==> src/rtl/stack_mem_ctrl_pkg.sv <==
// Shared definitions for the RAM-resident stack calculator: opcodes,
// FSM encoding, default stack bounds and the ADD/SUB datapath.
package stack_mem_ctrl_pkg;

    localparam logic [2:0] OP_PUSH = 3'b000;
    localparam logic [2:0] OP_POP  = 3'b001;
    localparam logic [2:0] OP_ADD  = 3'b010;
    localparam logic [2:0] OP_SUB  = 3'b011;
    localparam logic [2:0] OP_TOP  = 3'b100;
    localparam logic [2:0] OP_INC  = 3'b101;
    localparam logic [2:0] OP_DEC  = 3'b110;
    localparam logic [2:0] OP_NOP  = 3'b111;

    localparam logic [6:0] DEF_STACK_BASE  = 7'h7F;
    localparam logic [6:0] DEF_STACK_LIMIT = 7'h00;

    typedef enum logic [2:0] {
        S_IDLE,
        S_PUSH_WR,
        S_POP,
        S_RD_A,
        S_RD_B,
        S_ALU_WR,
        S_MOVE,
        S_REFRESH
    } state_t;

    // b is the deeper operand, a the top of stack; carry/borrow drop off the top.
    function automatic logic [7:0] alu_result(input logic sub, input logic [7:0] b,
                                              input logic [7:0] a);
        return sub ? b - a : b + a;
    endfunction

endpackage

==> src/rtl/stack_mem_ctrl.sv <==
// Stack calculator that drives the 128x8 negedge RAM bus; the stack lives in RAM
// and grows downward from STACK_BASE, with SPR pointing at the next free slot.
module stack_mem_ctrl
    import stack_mem_ctrl_pkg::*;
#(
    parameter logic [6:0] STACK_BASE  = DEF_STACK_BASE,
    parameter logic [6:0] STACK_LIMIT = DEF_STACK_LIMIT
) (
    input  logic       clk,
    input  logic       rst_n,
    input  logic [2:0] op,
    input  logic       go,
    input  logic [7:0] swtchs,
    input  logic [7:0] mem_rdata,
    output logic       cs,
    output logic       we,
    output logic [6:0] addr,
    output logic [7:0] mem_wdata,
    output logic [7:0] leds,
    output logic [7:0] dvr,
    output logic       busy,
    output logic       err
);

    state_t     state, state_nxt;
    logic [6:0] spr, dar, spr_nxt, dar_nxt;
    logic [7:0] dvr_nxt, a_reg, b_reg, wdata_nxt;
    logic [2:0] op_q, op_nxt;
    logic       err_nxt, cs_nxt, we_nxt;
    logic [6:0] addr_nxt;
    logic [6:0] spr_p1, spr_p2, depth;
    logic       empty, full, go_err;

    assign spr_p1 = spr + 7'd1;
    assign spr_p2 = spr + 7'd2;
    assign depth  = STACK_BASE - spr;
    assign empty  = (spr == STACK_BASE);
    assign full   = (spr == STACK_LIMIT);
    assign busy   = (state != S_IDLE);
    assign leds   = {empty, dar};

    // NOTE: every always_comb output gets a default first so no path infers a latch.
    always_comb begin
        go_err = 1'b0;
        case (op)
            OP_PUSH:        go_err = full;
            OP_POP, OP_TOP: go_err = empty;
            OP_ADD, OP_SUB: go_err = (depth < 7'd2);
            default:        go_err = 1'b0;
        endcase
    end

    always_ff @(posedge clk or negedge rst_n) begin
        if (!rst_n) state <= S_IDLE;
        else        state <= state_nxt;
    end

    always_comb begin
        state_nxt = state;
        case (state)
            S_IDLE: begin
                if (go && !go_err) begin
                    case (op)
                        OP_PUSH:                state_nxt = S_PUSH_WR;
                        OP_POP:                 state_nxt = S_POP;
                        OP_ADD, OP_SUB:         state_nxt = S_RD_A;
                        OP_TOP, OP_INC, OP_DEC: state_nxt = S_MOVE;
                        default:                state_nxt = S_IDLE;
                    endcase
                end
            end
            S_PUSH_WR: state_nxt = S_IDLE;
            S_POP:     state_nxt = (spr_p1 == STACK_BASE) ? S_IDLE : S_REFRESH;
            S_RD_A:    state_nxt = S_RD_B;
            S_RD_B:    state_nxt = S_ALU_WR;
            S_ALU_WR:  state_nxt = S_IDLE;
            S_MOVE:    state_nxt = S_REFRESH;
            S_REFRESH: state_nxt = S_IDLE;
            default:   state_nxt = S_IDLE;
        endcase
    end

    // Pointer and display updates take effect at the end of the state that owns them.
    always_comb begin
        spr_nxt = spr;
        dar_nxt = dar;
        dvr_nxt = dvr;
        err_nxt = err;
        op_nxt  = op_q;
        case (state)
            S_IDLE: begin
                if (go) begin
                    err_nxt = go_err;
                    op_nxt  = op;
                end
            end
            S_PUSH_WR: begin
                spr_nxt = spr - 7'd1;
                dar_nxt = spr;
                dvr_nxt = mem_wdata;
            end
            S_POP: begin
                spr_nxt = spr_p1;
                if (spr_p1 == STACK_BASE) begin
                    dar_nxt = STACK_BASE;
                    dvr_nxt = 8'h00;
                end else begin
                    dar_nxt = spr_p2;
                end
            end
            S_ALU_WR: begin
                spr_nxt = spr_p1;
                dar_nxt = spr_p2;
                dvr_nxt = alu_result(op_q == OP_SUB, b_reg, a_reg);
            end
            S_MOVE: begin
                case (op_q)
                    OP_TOP:  dar_nxt = spr_p1;
                    OP_INC:  dar_nxt = dar + 7'd1;
                    OP_DEC:  dar_nxt = dar - 7'd1;
                    default: dar_nxt = dar;
                endcase
            end
            S_REFRESH: dvr_nxt = mem_rdata;
            default: ;
        endcase
    end

    // Bus outputs are registered, so they are decoded from the state being entered.
    always_comb begin
        cs_nxt    = 1'b0;
        we_nxt    = 1'b0;
        addr_nxt  = addr;
        wdata_nxt = mem_wdata;
        case (state_nxt)
            S_PUSH_WR: begin
                cs_nxt    = 1'b1;
                we_nxt    = 1'b1;
                addr_nxt  = spr;
                wdata_nxt = swtchs;
            end
            S_RD_A: begin
                cs_nxt   = 1'b1;
                addr_nxt = spr_p1;
            end
            S_RD_B: begin
                cs_nxt   = 1'b1;
                addr_nxt = spr_p2;
            end
            S_ALU_WR: begin
                cs_nxt    = 1'b1;
                we_nxt    = 1'b1;
                addr_nxt  = spr_p2;
                wdata_nxt = alu_result(op_q == OP_SUB, mem_rdata, a_reg);
            end
            S_REFRESH: begin
                cs_nxt   = 1'b1;
                addr_nxt = dar_nxt;
            end
            default: ;
        endcase
    end

    // NOTE: sequential state uses non-blocking assignments so every register samples pre-edge values.
    always_ff @(posedge clk or negedge rst_n) begin
        if (!rst_n) begin
            spr       <= STACK_BASE;
            dar       <= STACK_BASE;
            dvr       <= 8'h00;
            err       <= 1'b0;
            op_q      <= OP_NOP;
            a_reg     <= 8'h00;
            b_reg     <= 8'h00;
            cs        <= 1'b0;
            we        <= 1'b0;
            addr      <= 7'h00;
            mem_wdata <= 8'h00;
        end else begin
            spr       <= spr_nxt;
            dar       <= dar_nxt;
            dvr       <= dvr_nxt;
            err       <= err_nxt;
            op_q      <= op_nxt;
            cs        <= cs_nxt;
            we        <= we_nxt;
            addr      <= addr_nxt;
            mem_wdata <= wdata_nxt;
            if (state == S_RD_A) a_reg <= mem_rdata;
            if (state == S_RD_B) b_reg <= mem_rdata;
        end
    end

endmodule
==> config.mk <==
export PLATFORM = sky130hd
export DESIGN_NAME = stack_mem_ctrl
export DESIGN_NICKNAME = d
export VERILOG_FILES = /design/src/rtl/stack_mem_ctrl_pkg.sv /design/src/rtl/stack_mem_ctrl.sv
export SDC_FILE = /design/constraint.sdc
export NUM_CORES = 1
export LEC_CHECK = 0
export ABC_AREA = 1
export BUFFER_PORTS_ARGS = -buffer_cell sky130_fd_sc_hd__buf_2
export CAP_MARGIN = 5
export CELL_PAD_IN_SITES_DETAIL_PLACEMENT = 0
export CELL_PAD_IN_SITES_GLOBAL_PLACEMENT = 1
export CORE_AREA = 2 2 114 116
export DETAILED_ROUTE_END_ITERATION = 8
export DIE_AREA = 0 0 116 118
export HOLD_SLACK_MARGIN = 0.02
export PLACE_DENSITY = 0.81
export RECOVER_POWER = 50
export SLEW_MARGIN = 20
export SYNTH_ARGS = -nofsm -noshare
export SYNTH_HDL_FRONTEND = slang
export SYNTH_SLANG_ARGS = --single-unit
==> constraint.sdc <==
create_clock -name clk -period 2.4 [get_ports clk]
set_input_delay 0.36 -clock clk [delete_from_list [all_inputs] [get_ports clk]]
set_output_delay 0.36 -clock clk [all_outputs]
set_load 0.01 [all_outputs]
==> After elaboration in Yosys (flattened, before gate mapping) <==
Index checks and enable logic that the tools add are counted.
{ "word_totals": {"ff_bits": 62, "inputBits": 22, "out_inout_bits": 35, "elab_cells": 85} }
{ "op_classes": {"n_addsub": 10, "n_lt_le_gt_ge": 1, "eq_ne": 25, "muxes": 17, "reduce_logical": 20} }
{ "op_table": {"columns": ["cell", "count"], "rows": [
  ["$pmux 7 s4", 2],
  ["$eq 3x3->1 const B", 13],
  ["$pmux 8 s4", 1],
  ["$mux 8", 3],
  ["$pmux 7 s3", 1],
  ["$eq 3x2->1 const B", 6],
  ["$pmux 3 s6", 1],
  ["$add 8x8->8", 2],
  ["$pmux 8 s2", 1],
  ["$sub 8x8->8", 2],
  ["$add 7x1->7 const B", 2],
  ["$eq 7x7->1 const B", 2],
  ["$pmux 7 s2", 1],
  ["$sub 7x1->7 const B", 2],
  ["$pmux 3 s4", 1],
  ["$reduce_or 2->1", 5],
  ["$eq 3x1->1 const B", 3],
  ["$reduce_bool 4->1", 2],
  ["$add 7x2->7 const B", 1],
  ["$logic_not 7->1", 1],
  ["$lt 7x2->1 const B", 1],
  ["$mux 7", 1],
  ["$sub 7x7->7 const A", 1],
  ["$logic_not 3->1", 2],
  ["other kinds (11)", 16]
]} }

==> Logic depth before layout (Yosys ltp) <==
Gate-level depths: netlist of run 1.
{ "logic_depth": {"depth_word": 10, "mapped_depth": 19, "ltp_nobuf": 19} }

==> Least setup slack after synthesis of run 1 <==
Ideal clock, no wire load.
{ "synth_timing": {"kind": "flip-flop to flip-flop", "start": "register op_q[1]", "end": "register dvr[5]", "setup_time_ps": 82, "arrival_ps": 2581, "required_time_ps": 2318, "setup_slack_ps": -263, "stages_incl_launch_ff": 16, "n_path_buf": 1, "period_less_slack_ps": 2663, "cell_sequence": "dfstp_2 buf_4 nand2_1 nor2_1 inv_1 o21ai_0 inv_1 ha_1 nand2_1 o211ai_1 nand2_1 nand2_1 a21oi_1 xor2_1 or2_2 a31oi_1"} }
{ "synth_between": {"elab_chain_len": 3} }
{ "synth_rtl": {"columns": ["element", "line", "text"], "rows": [
  ["from (decl)", "stack_mem_ctrl.sv:28", "logic [2:0] op_q, op_nxt;"],
  ["from (signal assigned)", "stack_mem_ctrl.sv:183", "op_q <= op_nxt;"],
  ["$eq 3x2->1", "stack_mem_ctrl.sv:114", "dvr_nxt = alu_result(op_q == OP_SUB, b_reg, a_reg);"],
  ["$mux 8", "stack_mem_ctrl_pkg.sv:31", "return sub ? b - a : b + a;"],
  ["$pmux 8 s4", "stack_mem_ctrl.sv:90", "case (state)"],
  ["to (signal assigned)", "stack_mem_ctrl.sv:181", "dvr <= dvr_nxt;"],
  ["to (decl)", "stack_mem_ctrl.sv:20", "output logic [7:0] dvr,"]
]} }
Every way passes these cells.
A chain may end at the register's enable or synchronous reset.

==> Worst setup path in the final report of run 1 <==
{ "layout_timing": {"start": "register op_q[0]", "end": "register dvr[5]"} }
Same word-level chain as after synthesis.

==> reports/summary.json, run 1 <==
{
  "critPathSlowestCell": "dfstp_2",
  "clock_skew_ns": 0.00832,
  "proportion_of_netlist_area_held_by_the_largest_area_contributor_pct": 23.5,
  "syn_nets": 719,
  "gp_routability_congestion": 0.885,
  "cp_cell_sequence": "nand2_4 > nor2_4 > nor2_2 > xor2_1 > ha_1 > nand2_1 > o211ai_1 > nand2_1 > nand2_1 > a21oi_2 > xor2_1 > or2_4 > a31oi_1",
  "critical_path.top_delay_family": "simple AND/OR/NAND/NOR gates",
  "hold_path.startpoint": "mem_rdata[0]",
  "timing_worst_slew_pin_value_ns": 1.59,
  "biggest_area_consumer_among_synthesized_cells": "dfrtp_1",
  "setup-violations-final": 1,
  "grt.total_usage_pct": 21.4,
  "yosysSeqAreaShare_pct": 32.9,
  "number_of_vias_in_the_routed_layout": 4781,
  "worst_path_required_time_ns": 2.66,
  "place_ws_ns": -0.0609,
  "run_status": "finished with violations",
  "r2r-start": "op_q[0]$_DFFE_PN1P_",
  "core_area_um2": 12400,
  "clock_tree.buffer_depth": 2,
  "initial_core_util_pct": 38.5,
  "design.portCount": 57,
  "final_antenna_net_count": 0,
  "die_y_um": 118,
  "cts_tree": "yes",
  "per_cell_via_count_in_the_routed_design": 4.97,
  "drtPass1Iterations": 5,
  "worst_path_largest_cell_delay_ns": 0.55,
  "proportion_of_synthesized_flip_flops_having_asynchronous_set_or_reset_pct": 100,
  "drt_iter0_drc": 320,
  "synth.lib_cells_used.distinct": 50,
  "timing_max_transition_violations_final": 63,
  "critPathCaptureType": "flop",
  "worst_slack_ns": -0.00441,
  "postSynthCellCount": 671,
  "yosysWarningCount": 0,
  "final-hold-violation-count": 0,
  "avgSynthCellArea_um2": 7.13,
  "ctsRootBufferMaster": "clkbuf_16",
  "antenna_cells_inserted": 0,
  "grt-ovfl-total": 0,
  "port_buffers": 56,
  "die_w_um": 116,
  "grt_start_max_net_pins": 63,
  "first_global_vias": 4545,
  "synthToLayoutAreaGrowth_pct": 31.1,
  "final_period_minus_worst_setup_slack_ns": 2.40,
  "floorplan.die_area_um2": 13700,
  "worst_ep_arrival_time_ns": 2.67,
  "postSynthRegisterBits": 62,
  "drc": 0,
  "cts-htree-levels": 3,
  "worstSkewPairLatency_ns": 0.34,
  "cts.reportedPaths.clkPinSlew_ns": 0.06,
  "relSlewSlack_pct": -5.80,
  "fmax_ghz": 0.416,
  "proportion_of_layout_cells_with_a_drive_suffix_above_1_pct": 30.8,
  "mappedNetlistArea_um2": 4780,
  "cts_made_buffers": 9,
  "timing.critical_path.mode_cell": "nand2_1",
  "timing.max_cap.violations": 1,
  "final_min_period_over_clock_period_pct": 100,
  "synth_most_common_cell": "nand2_1",
  "synth_enable_flop_cells": 0,
  "rows": 41,
  "hold_class": "primary input to flop",
  "crit_fanout": 4,
  "synth_area_leaders": "dfrtp_1, nand2_1, dfstp_2",
  "detailed_place_hpwl_um": 10900,
  "worstSetupStartpoint": "op_q[0]$_DFFE_PN1P_",
  "critPathBufInv": 0,
  "worst-setup-path-type": "flop to flop",
  "grt_first_pass_wirelength_um": 22900,
  "ys_dominant_reg_cell": "dfrtp_1",
  "final_nets": 833,
  "synth.top_cells.by_count": "nand2_1, inv_1, o21ai_0",
  "count_of_clock_tree_sinks": 62,
  "violated_checks": "capacitance limit, slew limit, setup timing",
  "hold_buffers": 0,
  "critPathLaunchType": "flop",
  "rsz0062_at_grt": "true",
  "antenna_violations_before_repair": 0,
  "avg_wl_per_cell_um": 15.0,
  "drt_wl_total_um": 14400
}
layout by cell type, fill, tap and decap left out, types with 3 or more instances in the layout:
cell         n
nor2_4       6
a21oi_4      3
xor2_1      16
o211ai_1     9
o21ai_0     51
or2_2        4
o22ai_1      9
a21oi_1     15
ha_1        14
inv_2       15
o21ai_1      5
nand3_1     40
o21ai_2      3
buf_4       52
nand2_2     16
dfstp_2     17
ha_4         9
nor3_1       3
nor2_1      44
dfrtp_1     45
nand2_1    176
xnor2_1      4
a31oi_1      5
a21oi_2      9
nand4_1      9
clkbuf_16    9
nor2_2       5
nand3_2      5
buf_2       53
buf_6        5
clkbuf_1     7
inv_4        4
nand2_4      8
inv_1       80
metrics by stage:
| stage | hold WS, ns | util, % | instances | TNS [ns] | cell area [um^2] |
|---|---|---|---|---|---|
| CTS | 0.0394 | 47.6 | 947 | 0 | 5900 |
| floorplan | 0.0644 | - | 671 | -0.0425 | 4820 |
| finish | 0.252 | 50.5 | 962 | -0.00441 | 6270 |
| global route | 0.266 | 50.5 | 962 | -0.656 | 6270 |
| global placement | 0.399 | 44.9 | 931 | -0.0640 | 5580 |
| detailed placement | 0.403 | 44.9 | 931 | -0.110 | 5580 |
logic make-up (layout without fill, tap and decap cells):
logic type / Yosys count / count (layout) / synth area share (%)
AO/OA/AOI/OAI: 123 / 123 / 15.3
XOR/XNOR: 23 / 23 / 4.37
adder cells (fa/ha/maj): 26 / 26 / 7.11
buffers and inverters: 113 / 232 / 10.0
flip-flops: 62 / 62 / 32.9
AND/OR/NAND/NOR: 324 / 324 / 30.3
final timing paths:
kind                                         to  slack (ns)  depth (start not counted)
max in group asynchronous       err$_DFFE_PN0P_        0.95                          2
max                          dvr[5]$_DFFE_PN0P_      -0.004                         13
min in group asynchronous    dvr[1]$_DFFE_PN0P_        0.51                          2
max reg2reg                  dvr[5]$_DFFE_PN0P_      -0.004                         13
min reg2reg                 addr[3]$_DFFE_PN0P_        0.48                          2
min                        b_reg[0]$_DFFE_PN0N_        0.25                          3
layer usage:
metal / GRT usage (%) / wire length [um] / up-vias
li1: - / - / 2413
met1: 32.4 / 7300 / 2227
met2: 30.8 / 6210 / 124
met3: 3.19 / 700 / 17
met4: 6.99 / 208 / 0
met5: 0 / 0 / -
worst register-to-register path: cells and delay by family, from the launching register on:
family / cells / cell delay, ns
AND/OR/NAND/NOR: 7 / 0.72
XOR/XNOR: 2 / 0.31
flip-flops: 1 / 0.55
adder cells (fa/ha/maj): 1 / 0.35
AO/OA/AOI/OAI: 3 / 0.41
final cells by class:
cell class | count | area, um^2
well taps | 172 | 215
repair buffers | 116 | 752
flip-flops and latches | 62 | 1570
clock buffers | 13 | 250
fillers | 1251 | 6140
clock inverters | 3 | 45.0
inverters | 100 | 387
multi-input cells | 496 | 3050
repair_timing:
item / 4_1_cts / 5_1_grt
endpoints found under the setup margin: 5 / 19
gates resized for setup: 8 / 66
buffers inserted: 0 / 15
endpoints found under the hold margin: 0 / 0
pin swaps: 6 / 24
Power of run 1 is left out: the tool's default activity adds up to more than one toggle a clock period on the data nets, which glitch-free logic cannot reach.
==> run 2: changes to the inputs <==
- BUFFER_PORTS_ARGS: -buffer_cell sky130_fd_sc_hd__buf_2 -> default
- CORE_AREA: 2 2 114 116 -> 2 2 110 112
- DIE_AREA: 0 0 116 118 -> 0 0 112 114
- DONT_BUFFER_PORTS: default -> 1
- PLACE_DENSITY: 0.81 -> 0.79
==> run 2 against run 1 <==
Net effect:
- the run still ends with capacitance limit, slew limit, setup timing left
- clock-buffer cell count is 3 lower
- hold slack worse by 0.098 ns
- via count is 2.6% lower
- register-to-register slack worse by 0.11 ns
- first-iteration DRC count is 14% higher
- cell area is 4.5% lower
- die area is 6.7% lower
- worst setup slack worse by 0.11 ns
- core utilization is 0.62 points higher
- critical path type unchanged
==> reports/summary.json, run 2 (same netlist as run 1, synthesis figures left out) <==
{
  "fillerInstances": {"value": 1180, "change": "was 1251"},
  "avg_wl_per_cell": {"value": 16.9, "unit": "um", "change": "was 15.0 um"},
  "rsz0062_at_grt": {"value": "true", "change": "unchanged"},
  "clock_skew": {"value": 0.00814, "unit": "ns", "change": "was 0.00832 ns"},
  "drt_iter0_drc": {"value": 365, "change": "was 320"},
  "final_design_area_no_fill": {"value": 5990, "unit": "um^2", "change": "was 6270 um^2"},
  "drtPass1Iterations": {"value": 7, "change": "was 5"},
  "number_of_vias_in_the_routed_layout": {"value": 4657, "change": "was 4781"},
  "port_buffers": {"value": 0, "change": "was 56"},
  "grt-ovfl-total": {"value": 0, "change": "unchanged"},
  "r2r-start": {"value": "op_q[0]$_DFFE_PN1P_", "change": "unchanged"},
  "cts_made_buffers": {"value": 9, "change": "unchanged"},
  "drc": {"value": 0, "change": "unchanged"},
  "timing.critical_path.mode_cell": {"value": "nor2_1", "change": "was nand2_1"},
  "worst_path_largest_cell_delay": {"value": 0.55, "unit": "ns", "change": "about the same"},
  "die_w": {"value": 112, "unit": "um", "change": "was 116 um"},
  "final_nets": {"value": 776, "change": "was 833"},
  "first_global_vias": {"value": 4351, "change": "was 4545"},
  "worst_ep_arrival_time": {"value": 2.73, "unit": "ns", "change": "was 2.67 ns"},
  "run_status": {"value": "finished with violations", "change": "unchanged"},
  "relSlewSlack": {"value": -8.92, "unit": "%", "change": "was -5.80%"},
  "crit-reg2reg-capture": {"value": "mem_wdata[6]$_DFFE_PN0P_", "change": "was dvr[5]$_DFFE_PN0P_"},
  "hold_class": {"value": "primary input to flop", "change": "unchanged"},
  "synthToLayoutAreaGrowth": {"value": 25.2, "unit": "%", "change": "was 31.1%"},
  "initial_core_util": {"value": 40.8, "unit": "%", "change": "was 38.5%"},
  "critPathSlowestCell": {"value": "dfstp_2", "change": "unchanged"},
  "floorplan.die_area": {"value": 12800, "unit": "um^2", "change": "was 13700 um^2"},
  "design.portCount": {"value": 57, "change": "unchanged"},
  "grt.total_usage": {"value": 23.4, "unit": "%", "change": "was 21.4%"},
  "postPlaceCellArea": {"value": 5240, "unit": "um^2", "change": "was 5580 um^2"},
  "proportion_of_layout_cells_with_a_drive_suffix_above_1": {"value": 26.9, "unit": "%", "change": "was 30.8%"},
  "final_core_util": {"value": 51.1, "unit": "%", "change": "was 50.5%"},
  "cts.reportedPaths.clkPinSlew": {"value": 0.06, "unit": "ns", "change": "about the same"},
  "worstSkewPairLatency": {"value": 0.33, "unit": "ns", "change": "was 0.34 ns"},
  "violated_checks": {"value": "capacitance limit, slew limit, setup timing", "change": "unchanged"},
  "cp_cell_sequence": {"value": "nand2_4 > nor2_4 > inv_4 > o21ai_4 > inv_2 > buf_6 > fa_2 > nand3_2 > nand2_2 > a21oi_2 > nor2_1 > nor2_1 > xnor2_1 > o21ai_1 > o22ai_2", "change": "was nand2_4 > nor2_4 > nor2_2 > xor2_1 > ha_1 > nand2_1 > o211ai_1 > nand2_1 > nand2_1 > a21oi_2 > xor2_1 > or2_4 > a31oi_1"},
  "reg2reg_slack": {"value": -0.12, "unit": "ns", "change": "was -0.004 ns"},
  "timing_worst_slew_pin_value": {"value": 1.63, "unit": "ns", "change": "was 1.59 ns"},
  "count_of_clock_tree_sinks": {"value": 62, "change": "unchanged"},
  "crit_fanout": {"value": 7, "change": "was 4"},
  "timing_max_transition_violations_final": {"value": 63, "change": "unchanged"},
  "grt_first_pass_wirelength": {"value": 23600, "unit": "um", "change": "was 22900 um"},
  "grt_start_max_net_pins": {"value": 63, "change": "unchanged"},
  "cts-htree-levels": {"value": 3, "change": "unchanged"},
  "whs_endpoint": {"value": "b_reg[1]$_DFFE_PN0N_", "change": "was b_reg[0]$_DFFE_PN0N_"},
  "antenna_cells_inserted": {"value": 0, "change": "unchanged"},
  "drt_wl_total": {"value": 14900, "unit": "um", "change": "was 14400 um"},
  "worst-setup-path-type": {"value": "flop to flop", "change": "unchanged"},
  "most-common-layout-cells": {"value": "nand2_1, inv_1, buf_4, o21ai_0", "change": "was nand2_1, inv_1, buf_2, buf_4, o21ai_0"},
  "timing.reg2reg.worst_path_depth": {"value": 15, "change": "was 13"},
  "final_min_period_over_clock_period": {"value": 105, "unit": "%", "change": "was 100%"},
  "worst_slack": {"value": -0.116, "unit": "ns", "change": "was -0.00441 ns"},
  "gp_routability_congestion": {"value": 0.931, "change": "was 0.885"},
  "die_y": {"value": 114, "unit": "um", "change": "was 118 um"},
  "per_cell_via_count_in_the_routed_design": {"value": 5.29, "change": "was 4.97"},
  "critPathLaunchType": {"value": "flop", "change": "unchanged"},
  "worst_path_required_time": {"value": 2.62, "unit": "ns", "change": "was 2.66 ns"},
  "final_period_minus_worst_setup_slack": {"value": 2.52, "unit": "ns", "change": "was 2.40 ns"},
  "place_ws": {"value": -0.185, "unit": "ns", "change": "was -0.0609 ns"},
  "critPathCaptureType": {"value": "flop", "change": "unchanged"},
  "cts_tree": {"value": "yes", "change": "unchanged"},
  "hold_path.startpoint": {"value": "mem_rdata[1]", "change": "was mem_rdata[0]"},
  "rows": {"value": 40, "change": "was 41"},
  "timing.max_cap.violations": {"value": 1, "change": "unchanged"},
  "setup-violations-final": {"value": 3, "change": "was 1"},
  "layout_commonest_cell": {"value": "nand2_1", "change": "unchanged"},
  "antenna_violations_before_repair": {"value": 0, "change": "unchanged"},
  "ctsRootBufferMaster": {"value": "clkbuf_16", "change": "unchanged"},
  "core_area": {"value": 11700, "unit": "um^2", "change": "was 12400 um^2"},
  "detailed_place_hpwl": {"value": 11200, "unit": "um", "change": "was 10900 um"},
  "fmax": {"value": 0.398, "unit": "GHz", "change": "was 0.416 GHz"},
  "final_antenna_net_count": {"value": 0, "change": "unchanged"},
  "holdPathStages": {"value": 2, "change": "was 3"},
  "clock_tree.buffer_depth": {"value": 2, "change": "unchanged"},
  "final-hold-violation-count": {"value": 0, "change": "unchanged"}
}
[run 2: cell count changes in the layout (fill, tap and decap cells not counted), moves of 5 or more]
cell / before / now
nand3_2: 5 / 10
buf_2: 53 / 0
clkbuf_1: 7 / 1
o21ai_1: 5 / 10
[run 2: routing by layer]
| metal | up-vias | wire length (um) | GRT usage (%) |
|---|---|---|---|
| li1 | 2294 | - | - |
| met1 | 2207 | 7240 | 34.4 |
| met2 | 146 | 6590 | 36.1 |
| met3 | 10 | 916 | 4.36 |
| met4 | 0 | 115 | 5.04 |
| met5 | - | 0 | 0 |
[run 2: critical path, delay by kind of cell (launching register included)]
| kind | cells | cell delay (ns) |
|---|---|---|
| AO/OA/AOI/OAI | 4 | 0.58 |
| adder cells (fa/ha/maj) | 1 | 0.39 |
| flip-flops | 1 | 0.55 |
| XOR/XNOR | 1 | 0.09 |
| buffers and inverters | 3 | 0.29 |
| AND/OR/NAND/NOR | 6 | 0.48 |
[run 2: worst max-delay path by stage]
| stage | startpoint | end | depth (start not counted) |
|---|---|---|---|
| 6_report | op_q[0]$_DFFE_PN1P_ | mem_wdata[6]$_DFFE_PN0P_ | 15 |
| 5_1_grt | op_q[1]$_DFFE_PN1P_ | dvr[5]$_DFFE_PN0P_ | 14 |
| 4_1_cts | op_q[0]$_DFFE_PN1P_ | mem_wdata[6]$_DFFE_PN0P_ | 15 |
| 3_5_place_dp | op_q[0]$_DFFE_PN1P_ | mem_wdata[6]$_DFFE_PN0P_ | 15 |
| 3_3_place_gp | op_q[0]$_DFFE_PN1P_ | mem_wdata[6]$_DFFE_PN0P_ | 15 |
| 2_1_floorplan | op_q[1]$_DFFE_PN1P_ | dvr[5]$_DFFE_PN0P_ | 15 |
[run 2: per-stage QoR]
step	instances	hold WS [ns]	setup TNS, ns
floorplan	671	0.0644	-0.0425
global placement	850	0.0663	-0.415
detailed placement	850	0.0659	-0.455
CTS	869	0.151	-0.00123
global route	880	0.168	-1.35
finish	880	0.154	-0.172
[run 2: final cells by class]
| cell class | instances | area [um^2] | share of cell area (%) |
|---|---|---|---|
| multi-input cells | 497 | 3070 | 51.3 |
| inverters | 100 | 385 | 6.44 |
| flip-flops and latches | 62 | 1570 | 26.3 |
| repair buffers | 58 | 450 | 7.52 |
| clock buffers | 10 | 229 | 3.82 |
| clock inverters | 6 | 93.8 | 1.57 |
| well taps | 147 | 184 | 3.07 |
[run 2: what timing repair did]
action                                  in CTS  in global routing
hold buffers                                 2                  0
gates resized for setup                     17                 57
setup buffers                                1                 10
endpoints found under the setup margin       7                 21
endpoints found under the hold margin       62                  0
cloned                                       0                  1
pin swaps                                   11                 24
Power of run 2 is left out for the same reason.
==> run 3: changes to the inputs <==
--- a/config.mk
+++ b/config.mk
@@ -10,10 +10,10 @@
 export CELL_PAD_IN_SITES_DETAIL_PLACEMENT = 0
 export CELL_PAD_IN_SITES_GLOBAL_PLACEMENT = 1
-export CORE_AREA = 2 2 110 112
+export CORE_AREA = 2 2 104 106
 export DETAILED_ROUTE_END_ITERATION = 8
-export DIE_AREA = 0 0 112 114
+export DIE_AREA = 0 0 106 108
 export DONT_BUFFER_PORTS = 1
 export HOLD_SLACK_MARGIN = 0.02
-export PLACE_DENSITY = 0.79
+export PLACE_DENSITY = 0.84
 export RECOVER_POWER = 50
 export SLEW_MARGIN = 20
==> constraint.sdc (replaced) <==
create_clock -name clk -period 2.7 [get_ports clk]
set_input_delay 0.54 -clock clk [delete_from_list [all_inputs] [get_ports clk]]
set_output_delay 0.54 -clock clk [all_outputs]
set_load 0.01 [all_outputs]
==> run 3 against run 2 <==
Net effect:
- the flow now finishes without violations
- cell area down 9.6%
- first-iteration DRC count shrank 0.82%
- register-to-register slack better by 0.28 ns
- clock-buffer cell count down 1
- core utilization rose by 1.8 points
- fmax fell by 0.96%
- sequential share of layout area is 2.8 points higher
- cell count decreased by 4.7%
- via count down 3.6%
- critical path type unchanged
==> reports/summary.json, run 3 (same netlist as run 1, synthesis figures left out) <==
{
  "drc": {"value": 0, "change": "unchanged"},
  "worst-setup-path-type": {"value": "flop to flop", "change": "unchanged"},
  "number_of_vias_in_the_routed_layout": {"value": 4490, "change": "was 4657"},
  "cts-htree-levels": {"value": 3, "change": "unchanged"},
  "final_antenna_net_count": {"value": 0, "change": "unchanged"},
  "cts_made_buffers": {"value": 9, "change": "unchanged"},
  "synthToLayoutAreaGrowth": {"value": 13.2, "unit": "%", "change": "was 25.2%"},
  "final_nets": {"value": 746, "change": "was 776"},
  "gp_routability_congestion": {"value": 0.967, "change": "was 0.931"},
  "clock_tree.buffer_depth": {"value": 2, "change": "unchanged"},
  "die_y": {"value": 108, "unit": "um", "change": "was 114 um"},
  "critical_path.top_delay_family": {"value": "simple AND/OR/NAND/NOR gates", "change": "was compound AO/OA/AOI/OAI gates"},
  "timing_worst_slew_pin_value": {"value": 1.46, "unit": "ns", "change": "was 1.63 ns"},
  "critPathSlowestCell": {"value": "dfstp_2", "change": "unchanged"},
  "grt.total_usage": {"value": 25.3, "unit": "%", "change": "was 23.4%"},
  "avg_wl_per_cell": {"value": 16.5, "unit": "um", "change": "was 16.9 um"},
  "count_of_clock_tree_sinks": {"value": 62, "change": "unchanged"},
  "drtPass1Iterations": {"value": 5, "change": "was 7"},
  "hold_class": {"value": "primary input to flop", "change": "unchanged"},
  "floorplan.die_area": {"value": 11400, "unit": "um^2", "change": "was 12800 um^2"},
  "port_buffers": {"value": 0, "change": "unchanged"},
  "regArea": {"value": 1570, "unit": "um^2", "change": "unchanged"},
  "grt_start_max_net_pins": {"value": 58, "change": "was 63"},
  "timing.max_cap.violations": {"value": 0, "change": "was 1"},
  "crit_fanout": {"value": 4, "change": "was 7"},
  "most-common-layout-cells": {"value": "nand2_1, inv_1, o21ai_0, nor2_1, dfrtp_1", "change": "was nand2_1, inv_1, buf_4, o21ai_0"},
  "timing_max_transition_violations_final": {"value": 0, "change": "was 63"},
  "critPathCaptureType": {"value": "flop", "change": "unchanged"},
  "fillerInstances": {"value": 1001, "change": "was 1180"},
  "cp_cell_sequence": {"value": "nand2_2 > nor2_4 > inv_4 > o21ai_4 > inv_2 > ha_4 > nand2_1 > o211ai_1 > nand2_1 > nand2_1 > a21oi_2 > xor2_1 > or2_4 > a31oi_1", "change": "was nand2_4 > nor2_4 > inv_4 > o21ai_4 > inv_2 > buf_6 > fa_2 > nand3_2 > nand2_2 > a21oi_2 > nor2_1 > nor2_1 > xnor2_1 > o21ai_1 > o22ai_2"},
  "cts.reportedPaths.clkPinSlew": {"value": 0.08, "unit": "ns", "change": "was 0.06 ns"},
  "worst_path_required_time": {"value": 2.98, "unit": "ns", "change": "was 2.62 ns"},
  "ctsRootBufferMaster": {"value": "clkbuf_8", "change": "was clkbuf_16"},
  "layout_commonest_cell": {"value": "nand2_1", "change": "unchanged"},
  "final_min_period_over_clock_period": {"value": 94.1, "unit": "%", "change": "was 105%"},
  "cts_tree": {"value": "yes", "change": "unchanged"},
  "antenna_violations_before_repair": {"value": 0, "change": "unchanged"},
  "instances_no_fill": {"value": 839, "change": "was 880"},
  "timing.critical_path.mode_cell": {"value": "nand2_1", "change": "was nor2_1"},
  "setup-violations-final": {"value": 0, "change": "was 3"},
  "grt-ovfl-total": {"value": 0, "change": "unchanged"},
  "drt_wl_total": {"value": 13800, "unit": "um", "change": "was 14900 um"},
  "fmax": {"value": 0.394, "unit": "GHz", "change": "was 0.398 GHz"},
  "critPathBufInv": {"value": 2, "change": "was 3"},
  "core_area": {"value": 10200, "unit": "um^2", "change": "was 11700 um^2"},
  "proportion_of_layout_cells_with_a_drive_suffix_above_1": {"value": 17.8, "unit": "%", "change": "was 26.9%"},
  "design.portCount": {"value": 57, "change": "unchanged"},
  "run_status": {"value": "finished clean", "change": "was finished with violations"},
  "drt_iter0_drc": {"value": 362, "change": "was 365"},
  "rows": {"value": 37, "change": "was 40"},
  "worst_path_largest_cell_delay": {"value": 0.55, "unit": "ns", "change": "about the same"},
  "final-hold-violation-count": {"value": 0, "change": "unchanged"},
  "worst_ep_arrival_time": {"value": 2.82, "unit": "ns", "change": "was 2.73 ns"},
  "critPathLaunchType": {"value": "flop", "change": "unchanged"},
  "first_global_vias": {"value": 4314, "change": "was 4351"},
  "die_w": {"value": 106, "unit": "um", "change": "was 112 um"},
  "worstSkewPairLatency": {"value": 0.36, "unit": "ns", "change": "was 0.33 ns"},
  "relSlewSlack": {"value": 2.93, "unit": "%", "change": "was -8.92%"},
  "final_period_minus_worst_setup_slack": {"value": 2.54, "unit": "ns", "change": "was 2.52 ns"},
  "grt_first_pass_wirelength": {"value": 22400, "unit": "um", "change": "was 23600 um"},
  "per_cell_via_count_in_the_routed_design": {"value": 5.35, "change": "was 5.29"},
  "antenna_cells_inserted": {"value": 0, "change": "unchanged"},
  "detailed_place_hpwl": {"value": 10500, "unit": "um", "change": "was 11200 um"},
  "initial_core_util": {"value": 46.8, "unit": "%", "change": "was 40.8%"},
  "clock_skew": {"value": 0.0144, "unit": "ns", "change": "was 0.00814 ns"},
  "placed_cells_incl_taps": {"value": 817, "change": "was 850"},
  "multi_input_area": {"value": 2850, "unit": "um^2", "change": "was 3070 um^2"}
}
## run 3: changes by cell type in the layout (fill, tap and decap cells not counted), sizes merged
cell      delta
buf         -30
clkinv       +3
inv          -1
clkinvlp     -1
nand3        -1
## run 3: cell type report
class | instances | share of cell area [%]
inverter | 100 | 7.05
timing repair buffer | 29 | 3.95
clock buffer | 9 | 2.29
sequential | 62 | 29.1
multi-input combinational | 496 | 52.7
clock inverter | 7 | 1.83
tap | 136 | 3.14
## run 3: repair_timing
| item | CTS | global route |
|---|---|---|
| setup buffers | 1 | 3 |
| pin swaps | 0 | 10 |
| hold buffers | 2 | 0 |
| endpoints found under the hold margin | 57 | 0 |
| gates resized for setup | 2 | 27 |
| endpoints found under the setup margin | 3 | 8 |
## run 3: final timing paths
check | cells past startpoint | slack (ns) | endpoint | start
min in group asynchronous | 1 | 0.52 | mem_wdata[0]$_DFFE_PN0P_ | rst_n
max in group asynchronous | 1 | 1.30 | addr[2]$_DFFE_PN0P_ | rst_n
setup reg to reg | 14 | 0.16 | dvr[5]$_DFFE_PN0P_ | op_q[0]$_DFFE_PN1P_
hold / removal | 2 | 0.31 | b_reg[0]$_DFFE_PN0N_ | mem_rdata[0]
hold reg to reg | 2 | 0.50 | a_reg[4]$_DFFE_PN0N_ | a_reg[4]$_DFFE_PN0N_
setup / recovery | 14 | 0.16 | dvr[5]$_DFFE_PN0P_ | op_q[0]$_DFFE_PN1P_
## run 3: per-layer routing
| layer | track usage, % | wire length (um) | up-vias | share of wire, % |
|---|---|---|---|---|
| met5 | 0 | 0 | - | 0 |
| met4 | 7.05 | 136 | 0 | 0.98 |
| met3 | 5.30 | 855 | 11 | 6.2 |
| met2 | 37.8 | 5960 | 165 | 43 |
| met1 | 37.1 | 6880 | 2080 | 50 |
| li1 | - | - | 2234 | - |
## run 3: through the flow
step / utilization (%) / worst slack, ns / hold WS (ns) / setup TNS, ns / cell area [um^2]
final: 52.9 / 0.160 / 0.306 / 0 / 5410
after global routing: 52.9 / -0.0235 / 0.307 / -0.0309 / 5410
after CTS: 51.8 / 0.00494 / 0.0374 / 0 / 5300
after detailed placement: 49.1 / -0.0838 / 0.246 / -0.117 / 5020
after global placement: 49.1 / -0.0407 / 0.246 / -0.0407 / 5020
after floorplan: - / 0.0367 / 0.244 / 0 / 4780
Power of run 3 is left out for the same reason.
